## config.mk

```make
export PLATFORM = sky130hd
export DESIGN_NAME = gp_cmd_exec_fsm_flat
export DESIGN_NICKNAME = d
export VERILOG_FILES = /design/src/rtl/gp_cmd_exec_fsm_if.sv /design/src/rtl/gp_cmd_exec_fsm.sv /design/src/flat_wrapper.sv
export SDC_FILE = /design/constraint.sdc
export NUM_CORES = 1
export LEC_CHECK = 0
export BUFFER_PORTS_ARGS = -buffer_cell sky130_fd_sc_hd__buf_2
export CORE_ASPECT_RATIO = 0.7
export CORE_MARGIN = 2
export CORE_UTILIZATION = 56
export CTS_CLUSTER_SIZE = 14
export DETAILED_ROUTE_END_ITERATION = 7
export PLACE_DENSITY = 0.91
export SKIP_LAST_GASP = 1
export SYNTH_ARGS = -nofsm -noshare
export SYNTH_HDL_FRONTEND = slang
export SYNTH_SLANG_ARGS = --single-unit
```

## constraint.sdc

```tcl
create_clock -name clk -period 3.6 [get_ports clk]
set_input_delay 0.72 -clock clk [delete_from_list [all_inputs] [get_ports clk]]
set_output_delay 0.72 -clock clk [all_outputs]
set_load 0.02 [all_outputs]
```

## src/rtl/gp_cmd_exec_fsm_if.sv

```systemverilog
// Command-buffer read port and single-beat bus-master request channel of the gp_engine executor.
// Latency: none, this is wiring only.
// Backpressure: requests hold while mst_i_ready is low; buffer reads are not backpressured.
interface gp_cmd_exec_fsm_if #(
    parameter int CMD_WIDTH  = 32,
    parameter int ADDR_WIDTH = 32,
    parameter int DATA_WIDTH = 32
);
    logic                  cmd_rd_en;
    logic [ADDR_WIDTH-1:0] cmd_addr;
    logic                  cmd_rd_valid;
    logic [CMD_WIDTH-1:0]  cmd_out;
    logic                  mst_o_valid;
    logic                  mst_o_rd0_wr1;
    logic [ADDR_WIDTH-1:0] mst_o_addr;
    logic [DATA_WIDTH-1:0] mst_o_wr_data;
    logic                  mst_i_ready;
    logic                  mst_i_rd_valid;
    logic [DATA_WIDTH-1:0] mst_i_rd_data;

    // Executor side: issues buffer reads and bus requests.
    modport master (
        output cmd_rd_en, cmd_addr, mst_o_valid, mst_o_rd0_wr1, mst_o_addr, mst_o_wr_data,
        input  cmd_rd_valid, cmd_out, mst_i_ready, mst_i_rd_valid, mst_i_rd_data
    );

    // Buffer / bus side: answers reads and accepts requests.
    modport slave (
        input  cmd_rd_en, cmd_addr, mst_o_valid, mst_o_rd0_wr1, mst_o_addr, mst_o_wr_data,
        output cmd_rd_valid, cmd_out, mst_i_ready, mst_i_rd_valid, mst_i_rd_data
    );
endinterface

```

## src/rtl/gp_cmd_exec_fsm.sv

```systemverilog
// Fetches 3-word commands from the command buffer and runs them as single-beat bus transactions.
// Latency: 7 cycles to fetch a command, then 1 decode cycle plus bus wait; done/error one cycle after the last command.
// Backpressure: requests stay valid and stable until mst_i_ready; POLL retry bounded only with GPE_POLL_TIMEOUT_EN.
module gp_cmd_exec_fsm #(
    parameter int CMD_WIDTH  = 32,
    parameter int CMD_DEPTH  = 256,
    parameter int ADDR_WIDTH = 32,
    parameter int DATA_WIDTH = 32,
    parameter int TMO_WIDTH  = 16
) (
    input  logic       clk,
    input  logic       rst_n,
    input  logic       start,
    input  logic [7:0] start_ptr,
    input  logic       abort,
    output logic       busy,
    output logic       done,
    output logic       error,
    output logic [1:0] err_code,
    gp_cmd_exec_fsm_if.master bus
);
    // One spare bit so the pointer can express "one past the last word" for the overflow check.
    localparam int PTR_W = ($clog2(CMD_DEPTH) >= 8) ? $clog2(CMD_DEPTH) + 1 : 9;
    localparam logic [PTR_W-1:0] PTR_END = PTR_W'(CMD_DEPTH);

    localparam logic [1:0] OP_NOP   = 2'b00;
    localparam logic [1:0] OP_WRITE = 2'b01;
    localparam logic [1:0] OP_READ  = 2'b10;
    localparam logic [1:0] OP_POLL  = 2'b11;

    typedef enum logic [2:0] {
        S_IDLE, S_FETCH, S_FETCH_WAIT, S_DECODE, S_EXEC, S_WAIT_RD, S_DONE, S_ERR
    } state_t;

    state_t                state;
    logic [PTR_W-1:0]      ptr;
    logic [1:0]            widx;
    logic [CMD_WIDTH-1:0]  w0;
    logic                  abort_q;
    logic [1:0]            err_pend;
    logic                  rd_en_q;
    logic [ADDR_WIDTH-1:0] rd_addr_q;
    logic                  mst_vld_q;
    logic                  mst_wr_q;
    // W1 and W2 are latched straight into the request registers; W2 doubles as the poll compare value.
    logic [ADDR_WIDTH-1:0] mst_addr_q;
    logic [DATA_WIDTH-1:0] mst_dat_q;

`ifdef GPE_POLL_TIMEOUT_EN
    localparam logic [TMO_WIDTH-1:0] TMO_LAST = {{(TMO_WIDTH-1){1'b1}}, 1'b0};
    logic [TMO_WIDTH-1:0] tmo_cnt;
`else
    // Narrower timeout counters are not supported; the width is only used when the timeout is built in.
    if (TMO_WIDTH < 2) begin : g_tmo_width_unsupported
    end
`endif

    logic [PTR_W-1:0]      ptr_inc;
    logic [1:0]            op;
    logic                  last;
    logic                  abort_any;
    logic [DATA_WIDTH-1:0] poll_mask;
    logic                  poll_hit;

    assign ptr_inc   = ptr + 1'b1;
    assign op        = w0[1:0];
    assign last      = w0[2];
    assign abort_any = abort_q | abort;
    assign poll_mask = DATA_WIDTH'({w0[31:16], 16'hFFFF});
    assign poll_hit  = ((bus.mst_i_rd_data ^ mst_dat_q) & poll_mask) == '0;

    assign bus.cmd_rd_en     = rd_en_q;
    assign bus.cmd_addr      = rd_addr_q;
    assign bus.mst_o_valid   = mst_vld_q;
    assign bus.mst_o_rd0_wr1 = mst_wr_q;
    assign bus.mst_o_addr    = mst_addr_q;
    assign bus.mst_o_wr_data = mst_dat_q;

    // A finished command either ends the run (last word or pending abort) or fetches the next one.
    function automatic state_t after_cmd(input logic lst, input logic ab);
        return (lst || ab) ? S_DONE : S_FETCH;
    endfunction

    // Command fetch / execute state machine with registered outputs.
    always_ff @(posedge clk or negedge rst_n) begin
        if (!rst_n) begin
            state      <= S_IDLE;
            ptr        <= '0;
            widx       <= '0;
            w0         <= '0;
            abort_q    <= 1'b0;
            err_pend   <= 2'b00;
            rd_en_q    <= 1'b0;
            rd_addr_q  <= '0;
            mst_vld_q  <= 1'b0;
            mst_wr_q   <= 1'b0;
            mst_addr_q <= '0;
            mst_dat_q  <= '0;
            busy       <= 1'b0;
            done       <= 1'b0;
            error      <= 1'b0;
            err_code   <= 2'b00;
`ifdef GPE_POLL_TIMEOUT_EN
            tmo_cnt    <= '0;
`endif
        end else begin
            done  <= 1'b0;
            error <= 1'b0;
            if (abort && state != S_IDLE)
                abort_q <= 1'b1;
            case (state)
                S_IDLE: begin
                    // An abort arriving together with start is dropped here.
                    abort_q <= 1'b0;
                    if (start) begin
                        ptr      <= PTR_W'(start_ptr);
                        widx     <= '0;
                        busy     <= 1'b1;
                        err_code <= 2'b00;
                        state    <= S_FETCH;
                    end
                end
                S_FETCH: begin
                    if (ptr >= PTR_END) begin
                        err_pend <= 2'b10;
                        state    <= S_ERR;
                    end else begin
                        rd_en_q   <= 1'b1;
                        rd_addr_q <= ADDR_WIDTH'(ptr);
                        state     <= S_FETCH_WAIT;
                    end
                end
                S_FETCH_WAIT: begin
                    rd_en_q <= 1'b0;
                    // Data can only belong to our request once the request cycle is over.
                    if (!rd_en_q && bus.cmd_rd_valid) begin
                        ptr <= ptr_inc;
                        case (widx)
                            2'd0:    w0         <= bus.cmd_out;
                            2'd1:    mst_addr_q <= ADDR_WIDTH'(bus.cmd_out);
                            default: mst_dat_q  <= DATA_WIDTH'(bus.cmd_out);
                        endcase
                        if (widx == 2'd2) begin
                            widx  <= '0;
                            state <= S_DECODE;
                        end else if (ptr_inc >= PTR_END) begin
                            err_pend <= 2'b10;
                            state    <= S_ERR;
                        end else begin
                            widx      <= widx + 1'b1;
                            rd_en_q   <= 1'b1;
                            rd_addr_q <= ADDR_WIDTH'(ptr_inc);
                        end
                    end
                end
                S_DECODE: begin
                    if (w0[15:3] != '0) begin
                        err_pend <= 2'b01;
                        state    <= S_ERR;
                    end else if (op == OP_NOP) begin
                        state <= after_cmd(last, abort_any);
                    end else begin
                        mst_vld_q <= 1'b1;
                        mst_wr_q  <= (op == OP_WRITE);
                        state     <= S_EXEC;
`ifdef GPE_POLL_TIMEOUT_EN
                        tmo_cnt   <= '0;
`endif
                    end
                end
                S_EXEC: begin
                    // Abort is not looked at here: a raised request is always carried to its handshake.
                    if (bus.mst_i_ready) begin
                        mst_vld_q <= 1'b0;
                        state     <= (op == OP_WRITE) ? after_cmd(last, abort_any) : S_WAIT_RD;
                    end
                end
                S_WAIT_RD: begin
                    if (op == OP_POLL && abort_any) begin
                        state <= S_DONE;
                    end else if (bus.mst_i_rd_valid) begin
                        if (op == OP_READ || poll_hit) begin
                            state <= after_cmd(last, abort_any);
                        end else begin
`ifdef GPE_POLL_TIMEOUT_EN
                            tmo_cnt <= tmo_cnt + 1'b1;
                            if (tmo_cnt == TMO_LAST) begin
                                err_pend <= 2'b11;
                                state    <= S_ERR;
                            end else begin
                                mst_vld_q <= 1'b1;
                                state     <= S_EXEC;
                            end
`else
                            mst_vld_q <= 1'b1;
                            state     <= S_EXEC;
`endif
                        end
                    end
                end
                S_DONE: begin
                    done  <= 1'b1;
                    busy  <= 1'b0;
                    state <= S_IDLE;
                end
                S_ERR: begin
                    error    <= 1'b1;
                    busy     <= 1'b0;
                    err_code <= err_pend;
                    state    <= S_IDLE;
                end
                default: state <= S_IDLE;
            endcase
        end
    end
endmodule

```

## src/flat_wrapper.sv

```systemverilog
// flat-port wrapper written by rule: the top's interface ports become plain ports
module gp_cmd_exec_fsm_flat 
#(
    parameter int CMD_WIDTH  = 32,
    parameter int CMD_DEPTH  = 256,
    parameter int ADDR_WIDTH = 32,
    parameter int DATA_WIDTH = 32,
    parameter int TMO_WIDTH  = 16
)
  (clk, rst_n, start, start_ptr, abort, busy, done, error, err_code, bus_cmd_rd_en, bus_cmd_addr, bus_mst_o_valid, bus_mst_o_rd0_wr1, bus_mst_o_addr, bus_mst_o_wr_data, bus_cmd_rd_valid, bus_cmd_out, bus_mst_i_ready, bus_mst_i_rd_valid, bus_mst_i_rd_data);
  gp_cmd_exec_fsm_if #(.CMD_WIDTH(CMD_WIDTH), .ADDR_WIDTH(ADDR_WIDTH), .DATA_WIDTH(DATA_WIDTH)) bus_i ();
  input  logic clk;
  input  logic rst_n;
  input  logic start;
  input  logic [7:0] start_ptr;
  input  logic abort;
  output logic busy;
  output logic done;
  output logic error;
  output logic [1:0] err_code;
  output wire logic [$bits(bus_i.cmd_rd_en)-1:0] bus_cmd_rd_en;
  output wire logic [$bits(bus_i.cmd_addr)-1:0] bus_cmd_addr;
  output wire logic [$bits(bus_i.mst_o_valid)-1:0] bus_mst_o_valid;
  output wire logic [$bits(bus_i.mst_o_rd0_wr1)-1:0] bus_mst_o_rd0_wr1;
  output wire logic [$bits(bus_i.mst_o_addr)-1:0] bus_mst_o_addr;
  output wire logic [$bits(bus_i.mst_o_wr_data)-1:0] bus_mst_o_wr_data;
  input wire logic [$bits(bus_i.cmd_rd_valid)-1:0] bus_cmd_rd_valid;
  input wire logic [$bits(bus_i.cmd_out)-1:0] bus_cmd_out;
  input wire logic [$bits(bus_i.mst_i_ready)-1:0] bus_mst_i_ready;
  input wire logic [$bits(bus_i.mst_i_rd_valid)-1:0] bus_mst_i_rd_valid;
  input wire logic [$bits(bus_i.mst_i_rd_data)-1:0] bus_mst_i_rd_data;
  assign bus_cmd_rd_en = bus_i.cmd_rd_en;
  assign bus_cmd_addr = bus_i.cmd_addr;
  assign bus_mst_o_valid = bus_i.mst_o_valid;
  assign bus_mst_o_rd0_wr1 = bus_i.mst_o_rd0_wr1;
  assign bus_mst_o_addr = bus_i.mst_o_addr;
  assign bus_mst_o_wr_data = bus_i.mst_o_wr_data;
  assign bus_i.cmd_rd_valid = bus_cmd_rd_valid;
  assign bus_i.cmd_out = bus_cmd_out;
  assign bus_i.mst_i_ready = bus_mst_i_ready;
  assign bus_i.mst_i_rd_valid = bus_mst_i_rd_valid;
  assign bus_i.mst_i_rd_data = bus_mst_i_rd_data;
  gp_cmd_exec_fsm #(.CMD_WIDTH(CMD_WIDTH), .CMD_DEPTH(CMD_DEPTH), .ADDR_WIDTH(ADDR_WIDTH), .DATA_WIDTH(DATA_WIDTH), .TMO_WIDTH(TMO_WIDTH)) u_core (.clk(clk), .rst_n(rst_n), .start(start), .start_ptr(start_ptr), .abort(abort), .busy(busy), .done(done), .error(error), .err_code(err_code), .bus(bus_i));
endmodule
```

==> results summary, run 1 <==
The cell area after synthesis came out at ~0.0062 mm². The average cell area after synthesis came out at 12.1 µm². dfrtp_1 takes more of the synthesized area than any other cell. The total die area came out at approximately 0.012 mm². For the pin with the worst max-slew slack, the measured transition is 789 ps. The critical register-to-register path endpoint is u_core.w0[22]. The hold buffer count at CTS is 0. In the global route stage, overall resource usage came out at 0.259. In the post-route analysis, the smallest setup slack over all paths is 958 ps.

The min-delay analysis places its worst path in the category in2async. The worst-case clock skew is 14.0 ps. The headroom to the max-slew limit came out at 0.474. The number of antenna violations at the first check in global routing is 0. The async set-reset flop share out of synthesis is 1.00.

The fraction of final layout cells sized beyond drive strength 1 is 0.394. In this run, the number of DRC markers left after iteration 0 of detailed routing was 383. The total design power is 6.90 mW. The final hold violation count came out at 0. The number of synthesized flops with an enable pin came out at 0. The power density over the cells came out at 894 mW/mm². The maximum number of pins on one net before global-route repair came out at 68. The leakage component of the power is a little under 4 nW. The via density per instance came out at 5.56. The final global-route overflow total came out at 0. The die width is about 130 µm. The first global-routing pass estimated 24000 µm of wire.

The CTS tree is done. At the later pin of the worst-skew pair, clock insertion delay measures between 400 and 500 ps. The achievable frequency is roughly 0.38 GHz. In the routed design, unresolved DRC markers number 0. The CTS H-tree depth came out at 4. The critical-path maximum fanout is 32. The number of diodes came out at 0. Summed over all layers, the routed wires come to 14700 µm. The worst setup path is of the reg2reg kind. The number of max-slew violations in the final report is 0. The floorplan has 32 rows. The number of register bits inferred by synthesis came out at 130. The critical path goes through nor2_4 -> nand2_1 -> or3_1 -> nor2_4 -> buf_12 -> mux2_1.

The maximum root-to-sink buffer count is 2. In this run, post-CTS repair resized a total of 0 instances. The congestion estimate from routability-driven global placement came to 1.02. The reported max-cap violation count is 0. The TritonCTS buffer count came out at 17.

STA puts the critical path data arrival time at 2930 ps. The wire length per cell after detailed routing is 17.4 µm. The count of buffers added by post-CTS timing repair for setup came out at 0. In the final design database the tool counted 759 nets. The clock net in this run drives a total of 130 sinks. The slowest stage of the critical path is the dfrtp_1 cell. CTS placed an instance of clkbuf_16 at the clock tree root.

The sum of net half-perimeters after detailed placement is ~11000 µm. The number of global-route vias before repair came out at 4757. The worst register-to-register path begins at u_core.state[0].

The share of Yosys cell area claimed by the top area cell type came out at 0.523. The worst register-to-register path has a setup slack of roughly 960 ps. The core outline area came out at roughly 0.011 mm².

The I/O pin count came out at approximately 180. The setup slack after placement is 1030 ps. Data on the critical path is required at its endpoint by 3890 ps. Clock-pin slew was measured on the worst setup and hold paths at roughly 60 ps. The number of buffers inserted by port buffering came out at between 150 and 200. In this run the vertical extent of the chip is 92.1 µm. Leaving out fill and tap cells, the most frequent cells in the layout are buf_2 (158), dfrtp_1 (130), mux2_2 (63), mux2_1 (43), a21oi_1 (26). For this run, the register share of the synthesized area comes to 0.523.

The worst-case reg-to-reg path depth came out at 6. The most used flip-flop cell after synthesis is dfrtp_1. The period utilization is 0.734. The peak per-stage delay on the critical path is about 620 ps. The via count is between 4000 and 5000. In the synthesized netlist, the number of instances is between 500 and 600.

The worst setup path is launched from a register. Setup repair after global routing left no endpoint under its margin. After routing, the total negative slack on setup checks comes to 0 ps. The netlist uses 56 different library cells.

Leaving out fill and tap cells, the most frequent cell in the layout is buf_2. The shortest clock period the worst path allows after layout is 2640 ps. For this run, the number of Yosys warnings is 0. By area the synthesized netlist is led by dfrtp_1 (52%), mux2_2 (11%), mux2_1 (7.8%).

For this configuration, the core starts out at a cell density of 0.569. In this run the remaining antenna-violating nets after routing total 0. The length of the first detailed-routing pass in iterations came out at 6. The total of endpoints with negative setup slack in the final report came out at 0. The run finished with clean final reports.

The most frequent cell on the critical path is nor2_4. The worst setup path is captured at a register. The number of filler cells placed in the layout is 783. The area growth from synthesis to layout came out at 24.2%. The worst voltage drop across the vdd grid came out at 0.000466 V.
[synth_stat cells, types with 3 or more instances]
master / number
nand2_1: 18
buf_4: 23
o21ai_0: 13
a31oi_1: 5
mux2_1: 43
buf_2: 10
nand4_1: 9
o22ai_1: 7
or3_1: 3
xor2_1: 17
nor3_1: 8
mux2_2: 63
inv_1: 7
nor2b_1: 7
xnor2_1: 21
a21oi_1: 26
nor2_1: 25
nor4_1: 3
and4_1: 4
nand3_1: 8
and3_1: 6
dfrtp_1: 130
buf_6: 3
nand2b_1: 3
a22oi_1: 8
clkbuf_1: 5
[power breakdown]
| part | switching, mW | leakage [nW] | internal, mW |
|---|---|---|---|
| logic | 1.43 | 1.93 | 1.06 |
| clock network | 0.666 | 0.305 | 1.17 |
| registers | 0.515 | 1.69 | 2.06 |
| total | 2.61 | 3.92 | 4.29 |
[critical path, delay by kind of cell (launching register included)]
kind	cells	cell delay [ps]
flops	1	620
mux	1	360
simple gates	4	1300
buf+inv	1	220
[cells by family (layout without fill, tap and decap cells)]
logic type | Yosys count | count (layout) | share of synthesized area
multiplexers | 106 | 106 | 0.192
adder cells (fa/ha/maj) | 2 | 2 | 0.00403
flip-flops | 130 | 130 | 0.523
other | 1 | 23 | 0.000603
AO/OA/AOI/OAI | 83 | 83 | 0.0862
AND/OR/NAND/NOR | 103 | 103 | 0.0906
XOR/XNOR | 38 | 38 | 0.0535
buffers and inverters | 50 | 206 | 0.0497
[flip-flops by register name, indices dropped and copies added, names as in the netlist]
register                  cells
u_core.ptr                    9
u_core.state                  3
u_core.busy                   1
u_core.error                  1
u_core.w0                    32
u_core.bus.cmd_addr           9
u_core.err_code               2
u_core.bus.mst_o_wr_data     32
u_core.bus.mst_o_valid        1
u_core.done                   1
u_core.err_pend               2
u_core.bus.cmd_rd_en          1
u_core.bus.mst_o_rd0_wr1      1
u_core.widx                   2
u_core.abort_q                1
u_core.bus.mst_o_addr        32
[per-stage QoR]
| step | instances | area (µm²) | util | hold slack [ps] |
|---|---|---|---|---|
| floorplan | 535 | 6300 | - | 424 |
| global placement | 812 | 7090 | 0.648 | 463 |
| detailed placement | 812 | 7090 | 0.648 | 476 |
| CTS | 844 | 7720 | 0.706 | 304 |
| global route | 844 | 7720 | 0.706 | 314 |
| finish | 844 | 7720 | 0.706 | 284 |
[layer usage]
metal / vias to the layer above / part of all wire / track usage
li1: 2132 / - / -
met1: 2293 / 0.44 / 0.352
met2: 236 / 0.47 / 0.414
met3: 32 / 0.064 / 0.0665
met4: 0 / 0.018 / 0.0744
met5: - / 0 / 0
[area by class of cell]
cell class,instances,area [µm²],area share
clock buffer,17,425,0.0551
clock inverter,15,206,0.0267
inverter,8,30.0,0.00389
multi-input combinational,355,2740,0.355
sequential,130,3250,0.421
tap,153,191,0.0248
timing repair buffer,166,876,0.113
[worst max path at each step]
stage                startpoint             to  slack [ps]  cells after the start
2_1_floorplan  bus_cmd_rd_valid   u_core.w0[0]        1450                      6
6_report        u_core.state[0]  u_core.w0[22]         960                      6
5_1_grt         u_core.state[0]  u_core.w0[22]         870                      6
3_5_place_dp    u_core.state[0]  u_core.w0[22]        1030                      6
3_3_place_gp    u_core.state[0]  u_core.w0[21]        1140                      6
4_1_cts         u_core.state[0]  u_core.w0[22]        1000                      6
Power figures use the tool's default switching activity.
==> run 2, diff against run 1 <==
- CORE_UTILIZATION: 56 -> 52
- PLACE_DENSITY: 0.91 -> 0.85
- clock period: 3.6 -> 2.46 ns (I/O delays scaled with it)
==> results summary, run 2 (synthesis results as in run 1) <==
The run finished with clean final reports. The worst-case clock skew is 7.44 ps (-6.52 ps). The total design power is 9.97 mW (+44%).

The row count came out at 33 (+3.1%). The power density over the cells is 1290 mW/mm² (+44%). The period utilization is 0.906 (+0.172). The clock transition time at the flip-flop clock pins of the worst setup and hold paths came out at 60 ps (about the same). The switching power share of the total is 0.383 (+0.00501). The met1 demand-to-capacity share in global routing is 0.339 (-0.0126). The leakage component of the power is 3.92 nW (about the same).

The headroom to the max-slew limit came to 0.537 (+0.0624). The buffer and inverter count on the worst path is 0 (-1). In this design, the largest share of critical-path delay is due to compound AO/OA/AOI/OAI gates. The met3 capacity usage during global routing came out at 0.0537 (-0.0128).

The required arrival time at the worst endpoint came out at 2750 ps (-1140 ps). The peak per-stage delay on the critical path is 410 ps (-210 ps). The maximum number of pins on one net before global-route repair is 131 (+93%). The total die area is 0.0129 mm² (+7.4%). The worst hold path belongs to the class in2async. The number of resized instances in the post-cts repair step was 0 (unchanged). The setup slack of the worst register-to-register path came out at 230 ps (-730 ps). The sum of net half-perimeters after detailed placement is 10700 µm (+1.7%). The area of all placed cells without fillers came out at 0.00774 mm² (+0.23%). The die width came to 135 µm (+3.7%).

The CTS H-tree depth was 4 (unchanged). The post-detailed-placement cell area is 0.00714 mm² (+0.78%). For this design, the slowest cell found on the critical path is dfrtp_1. The transition at the pin with the smallest max-transition slack came out at 695 ps (-93.6 ps). The reported max-cap violation count is 0 (unchanged). The area growth from synthesis to layout is 24.5%. The number of nets with antenna violations after routing is 0 (unchanged).

The total routing usage reported by global routing is 0.248 (-0.0111). The post-detailed-route DRC marker count came out at 0 (unchanged). The detailed-route wire length came out at 14800 µm (+0.40%). The core outline area came out at 0.0117 mm² (+6.9%). The critical path in this run is classified as reg2reg.

The fraction of final layout cells sized beyond drive strength 1 is 0.397 (+0.00292). The internal power of the cells came out at 6.15 mW (+43%). The number of max-slew violations in the final report is 0 (unchanged). The combinational cell fraction of total power was 0.378 (+0.017).

The effective utilization at floorplan came out at 0.532 (-0.0367). The critical path goes through ha_1 -> nand3_2 -> o21ai_2 -> nand4_1 -> a21oi_4 -> mux2_1. The global-route track usage on met2 is 0.400 (-0.0139). The count of buffers added by post-CTS timing repair for setup came out at 0 (unchanged). The worst voltage drop across the vdd grid came out at 0.000684 V (+47%).

The shortest clock period the worst path allows after layout is 2230 ps (-413 ps). The maximum root-to-sink buffer count came out at 2 (unchanged). The proportion of power drawn by the clock network is 0.252 (-0.014). The I/O pin count is 183 (unchanged).

The weighted congestion reported at the end of routability-driven placement was 0.933 (-8.8%). Setup repair after global routing left no endpoint under its margin. The number of buffers inserted by port buffering was 159 (unchanged). The portion of total power attributed to sequential cells is 0.369 (-0.004). The library cell used most frequently in the layout, excluding fill and tap cells, is buf_2.

The total of endpoints with negative setup slack in the final report came to 0 (unchanged). The achievable frequency came out at 0.449 GHz (+19%). The tightest hold margin was 165 ps (-119 ps).

The worst register-to-register path ends at u_core.bus.cmd_addr[1]. The tree is rooted in a clkbuf_16. The via density per instance came out at 5.50 (-1.2%).

met2 is the most crowded layer. The critical-path maximum fanout is 9 (-72%). The number of sinks driven by the clock tree was 130 (unchanged). The kind of start point of the critical path is a register. The number of DRC markers in iteration 0 is 345 (-9.9%). The number of antenna violations at the first check in global routing is 0 (unchanged). The final hold violation count was 0 (unchanged).

The total negative setup slack was 0 ps (unchanged). The number of global-route vias before repair came out at 4738 (-0.40%). The switching power of the nets was 3.82 mW (+46%). The via count is 4688 (-0.11%). The number of nets in the final layout came to 764 (+0.66%).

The final global-route overflow total is 0 (unchanged). The hold buffer count at CTS is 0 (unchanged). The number of diodes came out at 0 (unchanged).

The worst setup path is captured at a register. TritonCTS built the clock tree. The insertion delay of the later-clocked pin in the worst-skew pair is 410 ps (about the same).

The first-pass GRT wire length came out at 24400 µm (+2.0%). The floorplan die height is 95.5 µm (+3.6%). The start of the worst register-to-register path is u_core.ptr[0]. The number of filler cells placed in the layout is 888 (+13%). The library cells used most frequently in the layout, excluding fill and tap cells, are buf_2 (158), dfrtp_1 (130), mux2_2 (63), mux2_1 (43), a21oi_1 (26).

The TritonCTS buffer count is 17 (unchanged). The worst path arrival time came out at 2520 ps (-410 ps). The length of the first detailed-routing pass in iterations is 4 (-2). The final cell utilization of the core came to 0.662 (-0.0441).

The worst-case reg-to-reg path depth is 6 (unchanged). The wire length per cell after detailed routing came out at 17.3 µm (-0.66%).
==> run 2: cell types whose count changed in the layout (fill, tap and decap cells not counted) <==
cell and change:
buf_4 +4, bufinv_16 -2, clkinv_2 -2, clkinvlp_4 +2, buf_12 +1, clkbuf_1 +1, clkbuf_8 +1
==> run 2: worst max-delay path by stage <==
stage / cells past startpoint / slack, ps / start / to
CTS: 6 / 230 / u_core.ptr[1] / u_core.bus.cmd_addr[1]
floorplan: 6 / 480 / u_core.bus.cmd_rd_en / u_core.w0[0]
global route: 6 / 60 / u_core.ptr[0] / u_core.bus.cmd_addr[7]
global placement: 7 / 340 / start / u_core.w0[28]
detailed placement: 6 / 240 / u_core.ptr[0] / u_core.bus.cmd_addr[1]
finish: 6 / 230 / u_core.ptr[0] / u_core.bus.cmd_addr[1]
==> run 2: per-layer routing <==
layer	part of all wire	wire length [µm]
met5	0	0
met4	0.0090	133
met3	0.065	955
met2	0.48	7070
met1	0.45	6600
==> run 2: per-stage QoR <==
| stage | worst slack [ps] | std cells |
|---|---|---|
| global placement | 344 | 821 |
| floorplan | 477 | 535 |
| detailed placement | 238 | 821 |
| finish | 232 | 853 |
| global route | 57.3 | 853 |
| CTS | 231 | 853 |
==> run 2: cell type report <==
cell class | instances | area (µm²) | share of cell area
sequential | 130 | 3250 | 0.420
multi-input combinational | 355 | 2740 | 0.354
timing repair buffer | 171 | 926 | 0.120
clock buffer | 19 | 443 | 0.0572
tap | 157 | 196 | 0.0254
clock inverter | 13 | 151 | 0.0196
inverter | 8 | 30.0 | 0.00388
==> run 2: power groups by stage <==
| stage | sequential, mW | combinational [mW] | clock [mW] |
|---|---|---|---|
| after global routing | 3.80 | 4.12 | 2.67 |
| after floorplan | 4.18 | 2.01 | 0 |
| after global placement | 3.62 | 3.65 | 0 |
| after CTS | 3.68 | 3.79 | 2.55 |
| final | 3.68 | 3.77 | 2.51 |
| after detailed placement | 3.70 | 3.77 | 0 |
